`config.mk`:
```
export PLATFORM = sky130hd
export DESIGN_NAME = count_ctrl_flat
export DESIGN_NICKNAME = d
export VERILOG_FILES = /design/src/rtl/count_ctrl_if.sv /design/src/rtl/count_ctrl.sv /design/src/flat_wrapper.sv
export SDC_FILE = /design/constraint.sdc
export NUM_CORES = 1
export LEC_CHECK = 0
export ABC_AREA = 1
export BUFFER_PORTS_ARGS = -buffer_cell sky130_fd_sc_hd__buf_2
export CORE_UTILIZATION = 45
export CTS_CLUSTER_DIAMETER = 30
export DETAILED_ROUTE_END_ITERATION = 8
export PLACE_DENSITY_LB_ADDON = 0.2
export SETUP_SLACK_MARGIN = 0.2
export SYNTH_ARGS = -nofsm -noshare
export SYNTH_HDL_FRONTEND = slang
export SYNTH_SLANG_ARGS = --single-unit
```
`constraint.sdc`:
```
create_clock -name clk -period 1.4 [get_ports clk]
set_clock_uncertainty 0.05 [all_clocks]
set_input_delay 0 -clock clk [delete_from_list [all_inputs] [get_ports clk]]
set_output_delay 0 -clock clk [all_outputs]
set_load 0.05 [all_outputs]
```
`src/rtl/count_ctrl_if.sv`:
```
// Button inputs and counter-enable outputs of the counter control stage.
// The master side drives the raw buttons; the slave side is the controller.
interface count_ctrl_if;
    logic btn_run_raw;
    logic btn_step_raw;
    logic count_en;
    logic running;

    modport master (
        output btn_run_raw,
        output btn_step_raw,
        input  count_en,
        input  running
    );

    modport slave (
        input  btn_run_raw,
        input  btn_step_raw,
        output count_en,
        output running
    );
endinterface

```
`src/rtl/count_ctrl.sv`:
```
// Run/stop and single-step control for the downstream 4-bit counter:
// button sync + debounce + press detect, then an IDLE/RUN/STEP FSM driving count_en.
module count_ctrl #(
    parameter int DEBOUNCE_CYCLES = 16,
    parameter int PRESCALE        = 10
) (
    input  logic         clk,
    input  logic         reset_n,
    count_ctrl_if.slave  bus
);

    localparam int DBW = $clog2(DEBOUNCE_CYCLES + 1);
    localparam int PSW = $clog2(PRESCALE);
    localparam logic [DBW-1:0] DB_LAST = DBW'(DEBOUNCE_CYCLES - 1);
    localparam logic [PSW-1:0] PS_LAST = PSW'(PRESCALE - 1);
    localparam int BTN_RUN  = 0;
    localparam int BTN_STEP = 1;

    typedef enum logic [1:0] {
        IDLE = 2'd0,
        RUN  = 2'd1,
        STEP = 2'd2
    } state_e;

    logic [1:0]          sync1_q, sync1_d;
    logic [1:0]          sync2_q, sync2_d;
    logic [1:0]          deb_q, deb_d;
    logic [1:0][DBW-1:0] db_cnt_q, db_cnt_d;
    logic [1:0]          press;

    state_e              state_q, state_d;
    logic [PSW-1:0]      presc_q, presc_d;
    logic                count_en_q, count_en_d;
    logic                running_q, running_d;

    logic                run_press;
    logic                step_press;

    // Input synchroniser and debounce
    always_comb begin
        sync1_d = {bus.btn_step_raw, bus.btn_run_raw};
        sync2_d = sync1_q;
        deb_d    = deb_q;
        db_cnt_d = '0;
        press    = '0;
        for (int i = 0; i < 2; i++) begin
            if (sync2_q[i] != deb_q[i]) begin
                // The increment that would reach DEBOUNCE_CYCLES flips the level instead.
                if (db_cnt_q[i] == DB_LAST) begin
                    deb_d[i] = sync2_q[i];
                    press[i] = sync2_q[i];
                end else begin
                    db_cnt_d[i] = db_cnt_q[i] + DBW'(1);
                end
            end
        end
    end

    always_ff @(posedge clk or negedge reset_n) begin
        if (!reset_n) begin
            sync1_q  <= '0;
            sync2_q  <= '0;
            deb_q    <= '0;
            db_cnt_q <= '0;
        end else begin
            sync1_q  <= sync1_d;
            sync2_q  <= sync2_d;
            deb_q    <= deb_d;
            db_cnt_q <= db_cnt_d;
        end
    end

    assign run_press  = press[BTN_RUN];
    assign step_press = press[BTN_STEP];

    // Control FSM and prescaler
    always_comb begin
        state_d    = state_q;
        presc_d    = '0;
        count_en_d = 1'b0;
        unique case (state_q)
            IDLE: begin
                if (run_press) begin
                    state_d = RUN;
                end else if (step_press) begin
                    state_d    = STEP;
                    count_en_d = 1'b1;
                end
            end
            RUN: begin
                if (run_press) begin
                    state_d = IDLE;
                end else if (presc_q == PS_LAST) begin
                    count_en_d = 1'b1;
                end else begin
                    presc_d = presc_q + PSW'(1);
                end
            end
            STEP: begin
                state_d = IDLE;
            end
            default: begin
                state_d = IDLE;
            end
        endcase
        running_d = (state_d == RUN);
    end

    always_ff @(posedge clk or negedge reset_n) begin
        if (!reset_n) begin
            state_q    <= IDLE;
            presc_q    <= '0;
            count_en_q <= 1'b0;
            running_q  <= 1'b0;
        end else begin
            state_q    <= state_d;
            presc_q    <= presc_d;
            count_en_q <= count_en_d;
            running_q  <= running_d;
        end
    end

    assign bus.count_en = count_en_q;
    assign bus.running  = running_q;

endmodule

```
`src/flat_wrapper.sv`:
```
// flat-port wrapper written by rule: the top's interface ports become plain ports
module count_ctrl_flat 
#(
    parameter int DEBOUNCE_CYCLES = 16,
    parameter int PRESCALE        = 10
)
  (clk, reset_n, bus_btn_run_raw, bus_btn_step_raw, bus_count_en, bus_running);
  count_ctrl_if bus_i ();
  input  logic clk;
  input  logic reset_n;
  input wire logic [$bits(bus_i.btn_run_raw)-1:0] bus_btn_run_raw;
  input wire logic [$bits(bus_i.btn_step_raw)-1:0] bus_btn_step_raw;
  output wire logic [$bits(bus_i.count_en)-1:0] bus_count_en;
  output wire logic [$bits(bus_i.running)-1:0] bus_running;
  assign bus_i.btn_run_raw = bus_btn_run_raw;
  assign bus_i.btn_step_raw = bus_btn_step_raw;
  assign bus_count_en = bus_i.count_en;
  assign bus_running = bus_i.running;
  count_ctrl #(.DEBOUNCE_CYCLES(DEBOUNCE_CYCLES), .PRESCALE(PRESCALE)) u_core (.clk(clk), .reset_n(reset_n), .bus(bus_i));
endmodule
```
==> impl_metrics.py <==
metrics = {
    "run_status": {
        "run_status": "finished clean",
    },
    "worst_setup_path": {
        "worstSetupPathDepth": 6,
        "critPathKind": "reg -> reg",
        "crit_chain": "ha_2, nand2_2, nor2_4, nand3_4, nand2_4, o21ai_1",
        "worst_ep_required_time_ns": 1.55,
        "crit_buf_inv": 0,
        "crit_family": "simple AND/OR/NAND/NOR gates",
        "cp_max_fo": 7,
        "endpoint_kind": "register",
        "cp-startpoint": "u_core.db_cnt_q[1]",
        "ff2ff_path_depth": 6,
        "critPathLaunchType": "register",
        "critical-path-max-stage-delay_ns": 0.37,
        "crit_arrival_ns": 1.37,
        "crit_slowest_cell": "dfrtp_1",
        "reg2reg_from": "u_core.db_cnt_q[1]",
    },
    "cts": {
        "cts_htree_levels": 1,
        "cts_tree": "yes",
        "cts_made_buffers": 3,
        "root_buffer": "clkbuf_4",
        "clk_latency_ns": 0.30,
        "clk_pin_slew_ns": 0.11,
        "cts_buffer_depth": 2,
        "clkSinkCount": 24,
    },
    "placed_design": {
        "pre_cts_ws_ns": 0.137,
        "dpl_cell_area_um2": 1080,
        "gp_congestion": 0.771,
        "hpwlAfterDp_mm": 1.09,
        "numPortBuffers": 5,
        "place_inst": 142,
    },
    "global_route": {
        "grt_overflow": 0,
        "grt_max_degree": 25,
        "antenna_found_initial": 0,
        "grt_pass1_vias": 677,
        "track_usage_pct": 15.6,
        "grt_pass1_wl_mm": 2.88,
    },
    "pwr": {
        "p_int_w": 0.000851,
        "sequentialPowerShare_pct": 67.3,
        "p_clk_share_pct": 25.3,
        "cellPowerDensity_nw_per_um2": 875,
        "p_comb_share_pct": 7.3,
        "switching_share_pct": 20.9,
        "ir_worst_vdd_v": 0.000621,
        "switching_power_w": 0.000225,
        "p_leak_nw": 0.634,
    },
    "timing": {
        "timing.hold.ws_ns": 0.135,
        "finalWorstSetupSlack_ns": 0.178,
        "fmax_mhz": 819,
        "worst_slew_pin_slew_ns": 0.502,
        "fin_crit_ns": 1.22,
        "post-route-period-util_pct": 87.3,
        "setup_tns_ns": 0,
        "finalSetupViolations": 0,
        "rsz0062_at_grt": "true",
        "report.final.slew_viol_count": 0,
        "maxSlewHeadroom_pct": 66.5,
        "finalHoldViolCount": 0,
    },
    "synth": {
        "synth_edf_count": 0,
        "synth_cell_types": 16,
        "yosys_warnings": 0,
        "synthArstFlopShare_pct": 100,
        "synth-xor-area-share_pct": 2.56,
        "ys_ff_latch": 24,
        "synth-simple-area-share_pct": 24.5,
        "synthTopCellsByCount": "24 x dfrtp_1, 23 x nor2_1, 18 x inv_1",
        "yosysMostFrequentCell": "dfrtp_1",
        "synth_compound_area_share_pct": 2.93,
        "synth_top_family_by_area": "simple AND/OR/NAND/NOR gates",
        "syn_area_per_cell_um2": 9.33,
        "post-synth-top-area-fraction_pct": 58.5,
        "seq_area_frac_synth_pct": 58.5,
        "synth_area_leaders": "dfrtp_1 59%, nor2_1 8.4%, inv_1 6.6%",
        "synth_cells": 110,
        "synth_top_cell_by_area": "dfrtp_1",
        "synth_adder_area_share_pct": 4.88,
        "synth_mux_area_share_pct": 0,
        "netlist_area_um2": 1030,
        "synth_nets": 118,
        "synth_ff_type": "dfrtp_1",
    },
    "drt": {
        "routedWlPerCell_um": 10.2,
        "first_pass_iters": 4,
        "drc": 0,
        "dr_total_vias": 718,
        "wl_mm": 1.58,
        "drtAntennaViolNets": 0,
        "initialDrtViolationCount": 5,
        "via_per_inst": 4.63,
    },
    "final_layout": {
        "layout-drive-gt1-share_pct": 25.0,
        "nets": 138,
        "final_area_um2": 1230,
        "stdcell_count": 155,
        "antenna_cells": 0,
        "area_growth_pct": 19.8,
    },
    "worst_hold_path": {
        "hold_path_class": "in -> async",
    },
    "die": {
        "die_area_um2": 2480,
        "io_pins": 6,
        "die_w_um": 49.8,
        "rows": 16,
        "chipHeight_um": 49.8,
        "initial_core_util_pct": 50.2,
        "core_um2": 2040,
    },
    "job": {
        "cap_violations": 0,
    },
}
layer usage:
| metal | up-vias | wire length (µm) | global-route usage (%) |
|---|---|---|---|
| li1 | 378 | - | - |
| met1 | 329 | 757 | 20.5 |
| met2 | 9 | 761 | 24.3 |
| met3 | 2 | 48 | 5.56 |
| met4 | 0 | 10 | 4.29 |
| met5 | - | 0 | 0 |
path summary, 6_finish.rpt:
| check | slack, ns | to |
|---|---|---|
| setup / recovery | 0.18 | u_core.bus.running |
| hold / removal | 0.13 | u_core.db_cnt_q[8] |
| setup reg to reg | 0.18 | u_core.bus.running |
| hold reg to reg | 0.32 | u_core.sync2_q[1] |
| max in group asynchronous | 0.83 | u_core.sync2_q[0] |
| min in group clk | 0.29 | u_core.sync1_q[1] |
power by group through the flow:
stage | Sequential (W) | Combinational [W] | Clock, W
detailed placement | 0.000737 | 0.0000559 | 0
global placement | 0.000737 | 0.0000558 | 0
global route | 0.000727 | 0.0000953 | 0.000323
CTS | 0.000723 | 0.0000668 | 0.000290
finish | 0.000724 | 0.0000789 | 0.000272
floorplan | 0.000735 | 0.0000335 | 0
registers in the layout, indices dropped and copies added (netlist names):
signal	flops
u_core.db_cnt_q	10
u_core.presc_q	4
u_core.deb_q	2
u_core.state_q	2
u_core.sync1_q	2
u_core.sync2_q	2
u_core.bus.count_en	1
u_core.bus.running	1
cells by family (layout without fill, tap and decap cells):
kind of cell               count (synthesis)  in the layout
AOI/OAI and AO/OA                          6              6
xor gates and xnor gates                   3              3
DFF                                       24             24
adders and majority gates                  4              4
and+or+nand+nor                           55             55
buffers and inverters                     18             36
cell usage in the layout, fill, tap and decap left out:
cell type	Yosys	routed
nand3_2	0	1
inv_1	18	17
o21ai_0	4	2
ha_1	4	1
nor2_2	1	3
nand2_2	2	3
inv_2	0	1
nand4_1	2	2
xor2_1	3	3
ha_2	0	3
nand2_4	0	1
dfrtp_1	24	24
dlygate4sd3_1	0	3
nand3_1	6	5
nor2_1	23	20
or2_2	1	1
buf_2	0	5
buf_4	0	7
nand2_1	17	15
nor3_1	1	1
nand3_4	1	1
o21ai_1	2	3
o21ai_2	0	1
clkbuf_4	0	3
nor2_4	1	2
repair_timing:
| item | in CTS | in global routing |
|---|---|---|
| pin swaps | 0 | 5 |
| hold buffers | 3 | 0 |
| resized for setup | 4 | 11 |
| setup endpoints to repair | 11 | 17 |
| cloned | 0 | 0 |
| hold endpoints to repair | 26 | 0 |
| buffers inserted | 1 | 6 |
metrics by stage:
| stage | power (W) | utilization, % |
|---|---|---|
| after floorplan | 0.000769 | - |
| after global placement | 0.000793 | 53.1 |
| after detailed placement | 0.000793 | 53.1 |
| after CTS | 0.00108 | 56.4 |
| after global routing | 0.00115 | 60.2 |
| final | 0.00108 | 60.2 |
area by class of cell:
type	count	area (µm²)
fillers	188	813
flip-flops and latches	24	601
clock buffers	3	22.5
multi-input cells	68	397
well taps	27	33.8
inverters	18	67.6
repair buffers	15	108
worst reg2reg max path: stages (launching register included):
cell     delay [ns]
dfrtp_1        0.37
ha_2           0.19
nand2_2        0.08
nor2_4         0.13
nand3_4        0.13
nand2_4        0.11
o21ai_1        0.06
Power figures use the tool's default switching activity.
